### src/rtl/seq_alu_if.sv
// seq_alu_if: request/result handshake bundle for seq_alu.
//   Request side : valid_i, ready_o, op_i[4:0], a_i, b_i
//   Result side  : valid_o, ready_i, result_o, zero_o, negative_o, err_o
//   Status       : busy_o (iterative operation in flight)
// master = requester/consumer (decode + writeback), slave = the ALU.
interface seq_alu_if #(
  parameter int XLEN = 32
);
  logic            valid_i;
  logic            ready_o;
  logic [4:0]      op_i;
  logic [XLEN-1:0] a_i;
  logic [XLEN-1:0] b_i;
  logic            valid_o;
  logic            ready_i;
  logic [XLEN-1:0] result_o;
  logic            zero_o;
  logic            negative_o;
  logic            err_o;
  logic            busy_o;

  modport master (
    output valid_i, op_i, a_i, b_i, ready_i,
    input  ready_o, valid_o, result_o, zero_o, negative_o, err_o, busy_o
  );

  modport slave (
    input  valid_i, op_i, a_i, b_i, ready_i,
    output ready_o, valid_o, result_o, zero_o, negative_o, err_o, busy_o
  );
endinterface

### src/rtl/seq_alu.sv
// seq_alu: handshaked ALU. Base ops, SLT/SLTU, divide-by-zero and signed
// overflow divides finish in one cycle; other MUL*/DIV*/REM* ops iterate one
// bit per cycle on operand magnitudes, then apply sign correction.
// Ports:
//   clk_i  clock (rising edge)
//   rst_i  asynchronous active-high reset
//   bus    seq_alu_if.slave: request (valid_i/ready_o/op_i/a_i/b_i),
//          result (valid_o/ready_i/result_o/zero_o/negative_o/err_o), busy_o
module seq_alu #(
  parameter int XLEN      = 32,
  parameter bit EN_MULDIV = 1'b1
) (
  input logic      clk_i,
  input logic      rst_i,
  seq_alu_if.slave bus
);
  localparam int              SHW      = $clog2(XLEN);
  localparam logic [SHW:0]    CNT_INIT = (SHW+1)'(XLEN);
  localparam logic [SHW:0]    CNT_ONE  = (SHW+1)'(1);
  localparam logic [XLEN-1:0] MOST_NEG = {1'b1, {(XLEN-1){1'b0}}};

  typedef enum logic [1:0] {IDLE, ITER, DONE} state_t;

  function automatic logic [XLEN-1:0] mag(input logic [XLEN-1:0] v, input logic neg);
    return neg ? -v : v;
  endfunction

  state_t          state_q, state_d;
  logic [SHW:0]    count_q;
  logic [XLEN-1:0] result_q;
  logic            err_q;
  logic            ready, accept;

  // Iteration datapath: hi = partial product / remainder, lo = multiplier /
  // quotient, opnd = multiplicand / divisor magnitude.
  logic [XLEN-1:0] hi_q, lo_q, opnd_q;
  logic            mdiv_q, take_hi_q, neg_q;

  logic signed [XLEN-1:0] a_s, b_s;
  logic [SHW-1:0]  shamt;
  logic            a_neg, b_neg, sgn_a, sgn_b, neg_a, neg_b;
  logic            div_zero, div_ovf, fast;
  logic [XLEN-1:0] fast_res, imm_res;
  logic            imm_err, start_iter;
  logic [XLEN-1:0] init_lo, init_opnd;
  logic            init_neg, init_take_hi;

  logic [XLEN:0]     mul_sum, div_shift, div_diff;
  logic [XLEN-1:0]   hi_n, lo_n, fin_res, sel;
  logic [2*XLEN-1:0] prod, prod_adj;

  assign a_s      = bus.a_i;
  assign b_s      = bus.b_i;
  assign shamt    = bus.b_i[SHW-1:0];
  assign a_neg    = bus.a_i[XLEN-1];
  assign b_neg    = bus.b_i[XLEN-1];
  assign div_zero = (bus.b_i == '0);
  assign div_ovf  = (bus.a_i == MOST_NEG) && (bus.b_i == '1);
  // Signed divides (op[0]=0) also take the fast path on overflow.
  assign fast     = (bus.op_i[4:2] == 3'b101) && (div_zero || (div_ovf && !bus.op_i[0]));
  assign fast_res = div_zero ? (bus.op_i[1] ? bus.a_i : '1)
                             : (bus.op_i[1] ? '0 : bus.a_i);

  // Stage 0: decode the request, single-cycle results and iteration setup
  always_comb begin
    imm_res    = '0;
    imm_err    = 1'b0;
    start_iter = 1'b0;
    if (bus.op_i[2]) begin
      sgn_a = ~bus.op_i[0];
      sgn_b = ~bus.op_i[0];
    end else begin
      sgn_a = (bus.op_i[1:0] == 2'b01) || (bus.op_i[1:0] == 2'b10);
      sgn_b = (bus.op_i[1:0] == 2'b01);
    end
    neg_a        = sgn_a & a_neg;
    neg_b        = sgn_b & b_neg;
    init_take_hi = bus.op_i[2] ? bus.op_i[1] : (bus.op_i[1:0] != 2'b00);
    // Remainder follows the dividend; quotient/product follow sign mismatch.
    init_neg     = (bus.op_i[2] && bus.op_i[1]) ? neg_a : (neg_a ^ neg_b);
    init_lo      = bus.op_i[2] ? mag(bus.a_i, neg_a) : mag(bus.b_i, neg_b);
    init_opnd    = bus.op_i[2] ? mag(bus.b_i, neg_b) : mag(bus.a_i, neg_a);
    case (bus.op_i)
      5'b00000: imm_res = bus.a_i & bus.b_i;
      5'b00001: imm_res = bus.a_i | bus.b_i;
      5'b00010: imm_res = bus.a_i + bus.b_i;
      5'b00110: imm_res = bus.a_i - bus.b_i;
      5'b00011: imm_res = bus.a_i ^ bus.b_i;
      5'b00100: imm_res = bus.a_i << shamt;
      5'b00101: imm_res = bus.a_i >> shamt;
      5'b00111: imm_res = a_s >>> shamt;
      5'b01000: imm_res = {{(XLEN-1){1'b0}}, (a_s < b_s)};
      5'b01001: imm_res = {{(XLEN-1){1'b0}}, (bus.a_i < bus.b_i)};
      5'b10000, 5'b10001, 5'b10010, 5'b10011,
      5'b10100, 5'b10101, 5'b10110, 5'b10111: begin
        if (!EN_MULDIV)  imm_err    = 1'b1;
        else if (fast)   imm_res    = fast_res;
        else             start_iter = 1'b1;
      end
      default: imm_err = 1'b1;
    endcase
  end

  // Stage 1: one shift-add / restoring shift-subtract step, plus sign fix-up
  always_comb begin
    mul_sum   = {1'b0, hi_q} + (lo_q[0] ? {1'b0, opnd_q} : '0);
    div_shift = {hi_q, lo_q[XLEN-1]};
    div_diff  = div_shift - {1'b0, opnd_q};
    if (mdiv_q) begin
      if (!div_diff[XLEN]) begin
        hi_n = div_diff[XLEN-1:0];
        lo_n = {lo_q[XLEN-2:0], 1'b1};
      end else begin
        hi_n = div_shift[XLEN-1:0];
        lo_n = {lo_q[XLEN-2:0], 1'b0};
      end
    end else begin
      hi_n = mul_sum[XLEN:1];
      lo_n = {mul_sum[0], lo_q[XLEN-1:1]};
    end
    prod     = {hi_n, lo_n};
    prod_adj = neg_q ? -prod : prod;
    sel      = take_hi_q ? hi_n : lo_n;
    if (mdiv_q) fin_res = neg_q ? -sel : sel;
    else        fin_res = take_hi_q ? prod_adj[2*XLEN-1:XLEN] : prod_adj[XLEN-1:0];
  end

  always_comb begin
    state_d = state_q;
    ready   = 1'b0;
    case (state_q)
      IDLE: ready = 1'b1;
      ITER: if (count_q == CNT_ONE) state_d = DONE;
      DONE: begin
        ready = bus.ready_i;
        if (bus.ready_i && !bus.valid_i) state_d = IDLE;
      end
      default: state_d = IDLE;
    endcase
    if (bus.valid_i && ready) state_d = start_iter ? ITER : DONE;
  end

  assign accept = bus.valid_i & ready;

  always_ff @(posedge clk_i or posedge rst_i) begin
    if (rst_i) begin
      state_q  <= IDLE;
      count_q  <= '0;
      result_q <= '0;
      err_q    <= 1'b0;
    end else begin
      state_q <= state_d;
      if (accept && start_iter) begin
        count_q <= CNT_INIT;
        err_q   <= 1'b0;
      end else if (accept) begin
        result_q <= imm_res;
        err_q    <= imm_err;
      end else if (state_q == ITER) begin
        count_q <= count_q - CNT_ONE;
        if (count_q == CNT_ONE) result_q <= fin_res;
      end
    end
  end

  always_ff @(posedge clk_i) begin
    if (accept && start_iter) begin
      hi_q      <= '0;
      lo_q      <= init_lo;
      opnd_q    <= init_opnd;
      mdiv_q    <= bus.op_i[2];
      take_hi_q <= init_take_hi;
      neg_q     <= init_neg;
    end else if (state_q == ITER) begin
      hi_q <= hi_n;
      lo_q <= lo_n;
    end
  end

  assign bus.ready_o    = ready;
  assign bus.valid_o    = (state_q == DONE);
  assign bus.busy_o     = (state_q == ITER);
  assign bus.result_o   = result_q;
  assign bus.err_o      = err_q;
  assign bus.zero_o     = (result_q == '0);
  assign bus.negative_o = result_q[XLEN-1];
endmodule

### src/flat_wrapper.sv
// flat-port wrapper written by rule: the top's interface ports become plain ports
module seq_alu_flat 
#(
  parameter int XLEN      = 32,
  parameter bit EN_MULDIV = 1'b1
)
  (clk_i, rst_i, bus_valid_i, bus_op_i, bus_a_i, bus_b_i, bus_ready_i, bus_ready_o, bus_valid_o, bus_result_o, bus_zero_o, bus_negative_o, bus_err_o, bus_busy_o);
  seq_alu_if #(.XLEN(XLEN)) bus_i ();
  input logic clk_i;
  input logic rst_i;
  input wire logic [$bits(bus_i.valid_i)-1:0] bus_valid_i;
  input wire logic [$bits(bus_i.op_i)-1:0] bus_op_i;
  input wire logic [$bits(bus_i.a_i)-1:0] bus_a_i;
  input wire logic [$bits(bus_i.b_i)-1:0] bus_b_i;
  input wire logic [$bits(bus_i.ready_i)-1:0] bus_ready_i;
  output wire logic [$bits(bus_i.ready_o)-1:0] bus_ready_o;
  output wire logic [$bits(bus_i.valid_o)-1:0] bus_valid_o;
  output wire logic [$bits(bus_i.result_o)-1:0] bus_result_o;
  output wire logic [$bits(bus_i.zero_o)-1:0] bus_zero_o;
  output wire logic [$bits(bus_i.negative_o)-1:0] bus_negative_o;
  output wire logic [$bits(bus_i.err_o)-1:0] bus_err_o;
  output wire logic [$bits(bus_i.busy_o)-1:0] bus_busy_o;
  assign bus_i.valid_i = bus_valid_i;
  assign bus_i.op_i = bus_op_i;
  assign bus_i.a_i = bus_a_i;
  assign bus_i.b_i = bus_b_i;
  assign bus_i.ready_i = bus_ready_i;
  assign bus_ready_o = bus_i.ready_o;
  assign bus_valid_o = bus_i.valid_o;
  assign bus_result_o = bus_i.result_o;
  assign bus_zero_o = bus_i.zero_o;
  assign bus_negative_o = bus_i.negative_o;
  assign bus_err_o = bus_i.err_o;
  assign bus_busy_o = bus_i.busy_o;
  seq_alu #(.XLEN(XLEN), .EN_MULDIV(EN_MULDIV)) u_core (.clk_i(clk_i), .rst_i(rst_i), .bus(bus_i));
endmodule
### config.mk
export PLATFORM = sky130hd
export DESIGN_NAME = seq_alu_flat
export DESIGN_NICKNAME = d
export VERILOG_FILES = /design/src/rtl/seq_alu_if.sv /design/src/rtl/seq_alu.sv /design/src/flat_wrapper.sv
export SDC_FILE = /design/constraint.sdc
export NUM_CORES = 1
export LEC_CHECK = 0
export CAP_MARGIN = 10
export CORE_ASPECT_RATIO = 1.25
export CORE_MARGIN = 2
export CORE_UTILIZATION = 35
export DETAILED_ROUTE_END_ITERATION = 10
export DONT_BUFFER_PORTS = 1
export PLACE_DENSITY_LB_ADDON = 0.15
export SLEW_MARGIN = 20
export SYNTH_ARGS = -nofsm -noshare
export SYNTH_HDL_FRONTEND = slang
export SYNTH_SLANG_ARGS = --single-unit
### constraint.sdc
create_clock -name clk_i -period 6.4 [get_ports clk_i]
set_input_delay 0.64 -clock clk_i [delete_from_list [all_inputs] [get_ports clk_i]]
set_output_delay 0.64 -clock clk_i [all_outputs]
set_load 0.01 [all_outputs]
# After elaboration in Yosys (flattened, before gate mapping)
# Index checks and enable logic that the tools add are counted.
# totals
ff_bits,140
inputBits,73
output_inout_bits,38
elab_cells,129
# op_classes
addsub,9
order_cmp,2
n_eq_ne,29
n_shift,3
mux,42
n_bitwise,9
reduce_logical,25
# op_table
op,n
32-bit two-way mux,21
32-bit case mux with 11 select lines,1
32-bit negator,3
"32-bit equality test, second input constant",2
32-bit logical NOT,2
32-bit < comparator,2
64-bit two-way mux,1
64-bit negator,1
"5-bit equality test, second input constant",8
32-bit by 33-bit adder with 33-bit output,1
33-bit by 32-bit subtractor with 33-bit output,1
32-bit adder,1
32-bit bitwise AND,1
32-bit OR,1
32-bit by 5-bit << shifter with 32-bit output,1
32-bit by 5-bit >> shifter with 32-bit output,1
32-bit by 5-bit >>> shifter with 32-bit output,1
32-bit subtractor,1
32-bit bitwise XOR,1
"5-bit by 3-bit equality test with 1-bit output, second input constant",4
6-bit two-way mux,3
18-bit OR reduction,1
"5-bit by 2-bit equality test with 1-bit output, second input constant",2
"5-bit by 4-bit equality test with 1-bit output, second input constant",2
25 further kinds,56

# Longest topological paths before layout
# Gate-level depths: netlist of the first run.
# depth
word_depth,10
ltp_mapped,25
depth_no_buf,24

# Worst setup path after synthesis of the first run
# Ideal clock, no wire load.
# synth_path
path_kind,input to register
start,input port bus_b_i[1]
end,"register u_core.lo_q[0], enable pin"
setup_ns,0.478
arrival_time_ns,5.207
required_time_ns,5.922
setup_slack_ns,0.715
stages,15
n_path_buf,5
cell_sequence,clkbuf_1 > clkinv_1 > clkbuf_1 > clkbuf_1 > ha_1 > nand3_1 > or3_1 > or4_1 > or4_1 > nor3_2 > o21ai_1 > nand2_1 > clkbuf_1 > clkbuf_1 > nand2_1
# synth_between
elab_chain_cells,9
word_cells_on_any_way,10
cone_classes,eq/ne: 1; mux: 2; reduce/logical: 7
# synth_lines
item,line_no,rtl
from (decl),flat_wrapper.sv:14,input wire logic [$bits(bus_i.b_i)-1:0] bus_b_i;
32-bit equality test,seq_alu.sv:58,assign div_ovf = (bus.a_i == MOST_NEG) && (bus.b_i == '1);
1-bit logical AND,seq_alu.sv:58,
1-bit logical AND,seq_alu.sv:60,assign fast = (bus.op_i[4:2] == 3'b101) && (div_zero || (div_ovf && !bus.op_i[0]));
1-bit logical OR (*),seq_alu.sv:60,
1-bit logical AND (*),seq_alu.sv:60,
1-bit two-way mux (*),seq_alu.sv:97,else if (fast) imm_res = fast_res;
1-bit two-way mux (*),seq_alu.sv:83,case (bus.op_i)
1-bit logical AND (*),seq_alu.sv:167,if (accept && start_iter) begin
2-bit nonzero test (no source line) (*),--,
to (signal assigned),seq_alu.sv:169,lo_q <= init_lo;
to (signal assigned),seq_alu.sv:176,lo_q <= lo_n;
to (decl),seq_alu.sv:36,"logic [XLEN-1:0] hi_q, lo_q, opnd_q;"
# Every way passes the cells marked *; elsewhere a longest branch is shown, timed or not.
# A chain may end at the register's enable or synchronous reset.

# Worst setup path after layout of the first run
# layout_path
start,register u_core.opnd_q[19]
end,register u_core.result_q[30] (netlist: u_core.bus.result_o[30])
# layout_between
elab_chain_cells,10
word_cells_on_any_way,17
cone_classes,add/sub: 4; mux: 13
# layout_lines
item,line_no,rtl
from (decl),seq_alu.sv:36,
from (signal assigned),seq_alu.sv:170,opnd_q <= init_opnd;
33-bit by 32-bit subtractor with 33-bit output or 32-bit two-way mux (tied branches),"seq_alu.sv:108, seq_alu.sv:106",
1-bit two-way mux (tied with other cells),seq_alu.sv:110,if (!div_diff[XLEN]) begin
32-bit two-way mux,seq_alu.sv:109,if (mdiv_q) begin
64-bit negator or 32-bit two-way mux (tied branches),"seq_alu.sv:122, seq_alu.sv:123",
64-bit two-way mux or 32-bit negator (tied branches),"seq_alu.sv:122, seq_alu.sv:124",
"32-bit two-way mux, on equally long branches","seq_alu.sv:125, seq_alu.sv:124",
32-bit two-way mux (*),seq_alu.sv:124,if (mdiv_q) fin_res = neg_q ? -sel : sel;
32-bit two-way mux (*),seq_alu.sv:161,if (count_q == CNT_ONE) result_q <= fin_res;
32-bit two-way mux (*),seq_alu.sv:159,end else if (state_q == ITER) begin
32-bit two-way mux (*),seq_alu.sv:156,end else if (accept) begin
to (signal assigned),seq_alu.sv:157,result_q <= imm_res;
to (signal assigned),seq_alu.sv:161,
to (decl),seq_alu.sv:30,logic [XLEN-1:0] result_q;
# Every way passes the cells marked *; elsewhere a longest branch is shown, timed or not. The select of a mux whose other input is x is not followed.

==> results.md, run 1 <==
* Status: finished clean
* Worst r2r src: u_core.opnd_q[19]
* Slowest CP cell: or4b_4
* Non-Filler Instances at 4357
* Hold buffers post-CTS at 0
* Required @ worst endpoint at 6800 ps
* Area fraction of the dominant cell type after synthesis at 0.0855
* Cell taking the most area after synthesis: ha_1
* Ports at between 100 and 150
* Final Hold Vio Count at 0
* Largest net degree at the start of global routing at 115
* Syn-to-layout area delta at 6.10%
* Max-cap violations at 0
* Main combinational cell family by area after synthesis: compound AO/OA/AOI/OAI gates
* FMAX at 162 MHz
* Clock Root Buffer: clkbuf_16
* LEAKAGE at approximately 11 nW
* Reg2reg path depth at 24
* Placed Cells at ~4.3k
* FP Rows at approximately 110
* Layout cells sized above 1 at 0.0668
* First-pass GRT wire length at about 190000 µm
* Core ar. at 70900 µm²
* Number of synthesized flops with an enable pin at 67
* Final period utilization at 0.962
* Area share of fa/ha/maj cells after synthesis at 0.101
* Mean Syn Cell Area at approximately 7.1 µm²
* Die Ht at between 300 and 400 µm
* Seq cells post-synth at 140
* Mux share of post-synthesis cell area at 0.0932
* Initial Util at 0.355
* Count of different cell masters after synthesis at 118
* Seq/Total Area, Yosys at 0.146
* Hpwl dp at 102000 µm
* Drt drc at 0
* GP Congestion at 1.04
* DR WL/cell at ~29 µm
* Setup repair after global routing missed its margin: false
* Crit. End Element: register
* Worst VDD drop at 0.198 mV
* CP Capture Point: u_core.bus.result_o[30]
* Total wire length at 128000 µm
* Final min period at approximately 6200 ps
* H-tree depth at 4
* Clock edge transition at the registers on the reported setup and hold paths at 70 ps
* Nets@finish at 3649
* Post-synth ARST share at 0.293
* TritonRoute pass-1 iters at 6
* CP startpoint kind: register
* Origin of the worst setup path: u_core.opnd_q[19]
* Syn Nets at 3779
* Reg2Reg Setup Slack at approximately 250 ps
* CP arrival at 6560 ps
* Synth Area in XOR/XNOR at 0.0626
* Compound-Gate Fraction of Synth Area at 0.313
* Top post-synthesis cells by area: ha_1 (8.5%), edfxtp_1 (8.0%), mux2i_1 (7.4%)
* CTS tree: yes
* Antenna violations before repair at 6
* Sink Count at 140
* Max stage delay on crit path at ~600 ps
* GRT overflow at 0
* Full die area at between 70000 and 80000 µm²
* Setup CP Type: register to register
* Cells after Synth at 3530
* Worst-margin pin slew at 1020 ps
* Crit-path cells: inv_1 -> ha_1 -> a21oi_1 -> o21ai_1 -> a22oi_1 -> o211ai_1 -> buf_4 -> a22oi_1 -> and3_2 -> ha_2 -> o2111ai_2 -> or2_1 -> or4b_4 -> nand3b_4 -> or3_4 -> a31o_4 -> inv_2 -> nand4_1 -> nor4_1 -> buf_4 -> mux2i_1 -> a21oi_1 -> nor4bb_1 -> a221o_1
* RR Endpoint: u_core.bus.result_o[30]
* Worst hold path class: input port to async pin
* Inserted Clock Buffers at 17
* Setup Viol. Count Final at 0
* Pwr/cell area at roughly 270 nW/µm²
* Final ANT Viol Nets at 0
* Setup TNS Final at 0 ps
* Synth Area in Simple Gates at 0.221
* Ys Warns at 0
* Via count at 28.0k
* Clk Latency, worst-skew pair at 470 ps
* Vias in the first global route at around 27k
* Layout Skew at 10.9 ps
* Die width at 244 µm
* Worst rel slew slack at 0.302
* Vias/cell at 6.44
* CTS max path bufs at 2
* Slew Limit Fails at 0
* I/O Buffers at 0
* Initial drt markers at 3011
* Mapped cell area at 25200 µm²
* Top_reg_cell synth: edfxtp_1
* Worst-path fanout max at 6
* Total GRT Usage at 0.334
per-layer routing:
metal  GRT usage  share of wire  vias to the layer above
li1            -              -                    12883
met4       0.209          0.072                        4
met5           0        0.00021                        -
met3      0.0563          0.073                      349
met2       0.574           0.48                     1342
met1       0.382           0.38                    13470
Yosys cell counts, types with 43 or more instances:
library cell / instances
a21oi_1: 329
clkbuf_1: 189
and2_1: 61
nor3_1: 95
o21ai_0: 299
edfxtp_1: 67
a31oi_1: 52
nand2_1: 307
nand4_1: 43
ha_1: 172
a21o_1: 50
mux2i_1: 185
o211ai_1: 58
xnor2_1: 129
nand3_1: 98
xor2_1: 49
nor2_1: 357
inv_1: 151
critical path, delay by kind of cell, from the launching register on:
| kind | cells | cell delay, ps |
|---|---|---|
| mux | 1 | 170 |
| flops | 1 | 360 |
| compound gates | 9 | 1600 |
| fa+ha+maj | 2 | 630 |
| simple gates | 8 | 2730 |
| buf+inv | 4 | 590 |
power breakdown:
part | total (mW) | internal (mW) | switching [mW]
Combinational | 4.89 | 1.71 | 3.17
Sequential | 1.41 | 1.14 | 0.276
Clock | 1.02 | 0.590 | 0.432
Total | 7.32 | 3.44 | 3.88
sequential cells by signal, summed over array words and instances, names as in the netlist:
name                 count
u_core.bus.err_o         1
u_core.bus.result_o     32
u_core.count_q           6
u_core.hi_q             32
u_core.lo_q             32
u_core.mdiv_q            1
u_core.neg_q             1
u_core.opnd_q           32
u_core.state_q           2
u_core.take_hi_q         1
how the worst min path moves through the flow:
| stage | to | slack (ps) | depth (start not counted) |
|---|---|---|---|
| after floorplan | u_core.hi_q[16] | 470 | 2 |
| after global placement | u_core.hi_q[27] | 490 | 2 |
| after detailed placement | u_core.hi_q[28] | 510 | 2 |
| after CTS | u_core.bus.result_o[27] | 230 | 2 |
| after global routing | u_core.bus.result_o[27] | 260 | 2 |
| final | u_core.bus.result_o[27] | 210 | 2 |
placed cells by master (no fill, tap or decap), types with 23 or more instances in the layout:
master and n:
nor3_1 94, a22oi_1 27, inv_1 148, o221ai_1 23, edfxtp_1 67, a221oi_1 27, nor2_1 357, xor2_1 49
dfrtp_1 41, or3_1 23, mux2_2 27, o21a_1 23, o21ai_0 299, nand2b_1 23, nand4_1 43, o211ai_1 58
o21bai_1 28, nor4_1 38, maj3_1 32, a21o_1 50, o22ai_1 30, nand3_1 98, o31ai_1 28, mux2i_1 185
dfxtp_1 32, ha_1 171, a21oi_1 329, a211oi_1 37, and2_1 60, xnor2_1 129, a31oi_1 52, a221o_1 28
buf_4 91, nand2_1 306
per-stage QoR:
| stage | util | hold slack [ps] | power (mW) | instance area (µm²) | setup WS, ps |
|---|---|---|---|---|---|
| 3_5_place_dp | 0.369 | 505 | 6.14 | 26100 | 175 |
| 2_1_floorplan | - | 466 | 4.58 | 25200 | 715 |
| 6_report | 0.377 | 209 | 7.32 | 26700 | 246 |
| 5_1_grt | 0.377 | 261 | 7.73 | 26700 | 8.80 |
| 4_1_cts | 0.377 | 228 | 7.19 | 26700 | 153 |
| 3_3_place_gp | 0.369 | 489 | 6.18 | 26100 | 287 |
final cells by class:
cell class | count | area (µm²)
Antenna cell | 1 | 2.50
Clock inverter | 8 | 92.6
Timing Repair Buffer | 93 | 723
Clock buffer | 24 | 472
Tap cell | 943 | 1180
Multi-Input combinational cell | 2989 | 20000
Sequential cell | 140 | 3680
Inverter | 159 | 597
Fill cell | 7744 | 44200
kinds of logic (layout without fill, tap and decap cells):
logic type      count (synthesis)  in the layout
compound gates               1215           1215
xor+xnor                      179            179
fa+ha+maj                     208            208
buf+inv                       401            284
flops                         140            140
mux                           221            221
other cells                     0              1
simple gates                 1166           1166
timing repair:
action                                  4_1_cts  5_1_grt
resized for setup                             0        3
setup buffers                                 0        1
endpoints found under the setup margin        0        4
No activity file was read; power rests on OpenSTA's default activity.
==> inputs of run 2 (changes only) <==
Settings changed: PLACE_DENSITY set to 0.57, PLACE_DENSITY_LB_ADDON 0.15 to not set.
==> results.md, run 2 (same netlist as run 1, synthesis figures left out) <==
* Pwr/cell area at 277 nW/µm² (+1.2%)
* Sink Count at 140 (unchanged)
* Inserted Clock Buffers at 17 (unchanged)
* FMAX at 161 MHz (-0.70%)
* Ports at 111 (unchanged)
* Setup Viol. Count Final at 0 (unchanged)
* Final min period at 6200 ps (+43.2 ps)
* Worst-margin pin slew at 1060 ps (+42.0 ps)
* Die Ht at 304 µm (unchanged)
* Drt drc at 0 (unchanged)
* Final ANT Viol Nets at 0 (unchanged)
* Status: finished clean
* Via count at 28.4k (+1.1%)
* Commonest non-fill, non-tap cell in the layout: nor2_1
* Final Hold Vio Count at 0 (unchanged)
* Die width at 244 µm (unchanged)
* GP Congestion at 1.00 (-3.3%)
* FP Rows at 109 (unchanged)
* Clock edge transition at the registers on the reported setup and hold paths at 70 ps (about the same)
* H-tree depth at 4 (unchanged)
* Max stage delay on crit path at 590 ps (about the same)
* Clk Latency, worst-skew pair at 470 ps (about the same)
* Final total power at 7.45 mW (+1.8%)
* CP startpoint kind: register
* Antenna violations before repair at 4 (-2)
* Post-DP Area at 26200 µm² (+0.11%)
* Clock Root Buffer: clkbuf_16
* Vias/cell at 6.49 (+0.88%)
* Final period utilization at 0.968 (+0.00675)
* WL met3 at 10700 µm (+15%)
* Worst-path fanout max at 5 (-1)
* Slew Limit Fails at 0 (unchanged)
* Max-cap violations at 0 (unchanged)
* Hold buffers post-CTS at 0 (unchanged)
* Initial drt markers at 3328 (+11%)
* Worst rel slew slack at 0.292 (-0.0103)
* Total GRT Usage at 0.327 (-0.00642)
* Required @ worst endpoint at 6800 ps (about the same)
* DR top layer: met5
* Syn-to-layout area delta at 6.75%
* DR WL/cell at 28.8 µm (-2.3%)
* CP arrival at 6600 ps (+40 ps)
* Setup TNS Final at 0 ps (unchanged)
* Slowest CP cell: or4b_4
* Layout Skew at 15.3 ps (+4.40 ps)
* Layout cells sized above 1 at 0.0713 (+0.00454)
* Largest net degree at the start of global routing at 101 (-12%)
* Core ar. at 70900 µm² (unchanged)
* LEAKAGE at 10.7 nW (+0.71%)
* First-pass GRT wire length at 182000 µm (-1.5%)
* Crit. End Element: register
* CTS tree: yes
* Met2 wire len at 58600 µm (-4.6%)
* GRT overflow at 0 (unchanged)
* Worst hold path class: input port to async pin
* Worst VDD drop at 0.232 mV (+17%)
* Met1 Wirelength at 46800 µm (-3.2%)
* Nets@finish at 3656 (+0.19%)
* Setup CP Type: register to register
* I/O Buffers at 0 (unchanged)
* Hpwl dp at 99300 µm (-2.3%)
* Total wire length at 126000 µm (-2.0%)
* TritonRoute pass-1 iters at 7 (+1)
* Vias in the first global route at 27.0k (-0.089%)
* Area of all placed cells without fillers at 26900 µm² (+0.61%)
* CTS max path bufs at 2 (unchanged)
* Most frequent cells in the layout: nor2_1 (357), a21oi_1 (329), nand2_1 (306)
* Initial Util at 0.355 (unchanged)
* Full die area at 74100 µm² (unchanged)
[run 2: cell types whose count changed in the layout (fill, tap and decap cells not counted), sizes merged]
cell      previous run  this run
buf                 93       100
clkinvlp             2         3
clkbuf              24        17
diode                1         4
bufinv               2         4
inv                155       159
[run 2: where the power goes]
part / leakage, nW / switching [mW] / internal [mW]
registers: 1.40 / 0.291 / 1.14
logic: 9.02 / 3.15 / 1.73
clock network: 0.303 / 0.482 / 0.660
total: 10.7 / 3.93 / 3.53
[run 2: per-stage QoR]
stage,utilization,cells,hold WS (ps),setup slack (ps)
after floorplan,-,3530,466,715
final,0.379,4367,208,203
after global routing,0.379,4365,261,-3.60
after detailed placement,0.369,4327,490,72.9
after global placement,0.369,4327,489,217
after CTS,0.378,4359,278,38.5
[run 2: area by class of cell]
cell class                 instances  area (µm²)
fill                            7731       44000
multi-input combinational       2989       20000
sequential                       140        3680
tap                              943        1180
timing repair buffer             100         776
inverter                         159         598
clock buffer                      17         425
clock inverter                    15         211
antenna                            4        10.0
[run 2: metal layers]
metal,GRT usage,vias up
met4,0.209,2
met2,0.544,1576
li1,-,12884
met5,0,-
met1,0.387,13496
met3,0.0570,402
[run 2: final timing paths]
check / startpoint / slack, ps / end / cells after the start
max: u_core.lo_q[31] / 200 / u_core.bus.result_o[30] / 26
max reg2reg: u_core.lo_q[31] / 200 / u_core.bus.result_o[30] / 26
min in group clk_i: bus_op_i[2] / 290 / u_core.mdiv_q / 0
min reg2reg: u_core.hi_q[28] / 500 / u_core.hi_q[28] / 2
min: rst_i / 210 / u_core.bus.result_o[25] / 1
max in group asynchronous: rst_i / 5620 / u_core.state_q[0] / 1
[run 2: repair_timing]
action                                  4_1_cts  5_1_grt
gates resized for setup                       0        8
endpoints found under the setup margin        0        5
buffers inserted                              0        4
[run 2: critical path: cells and delay by family (launching register included)]
family | cells | cell delay [ps]
mux | 1 | 170
buf+inv | 5 | 600
simple gates | 8 | 2830
compound gates | 9 | 1490
flops | 1 | 360
fa+ha+maj | 3 | 660
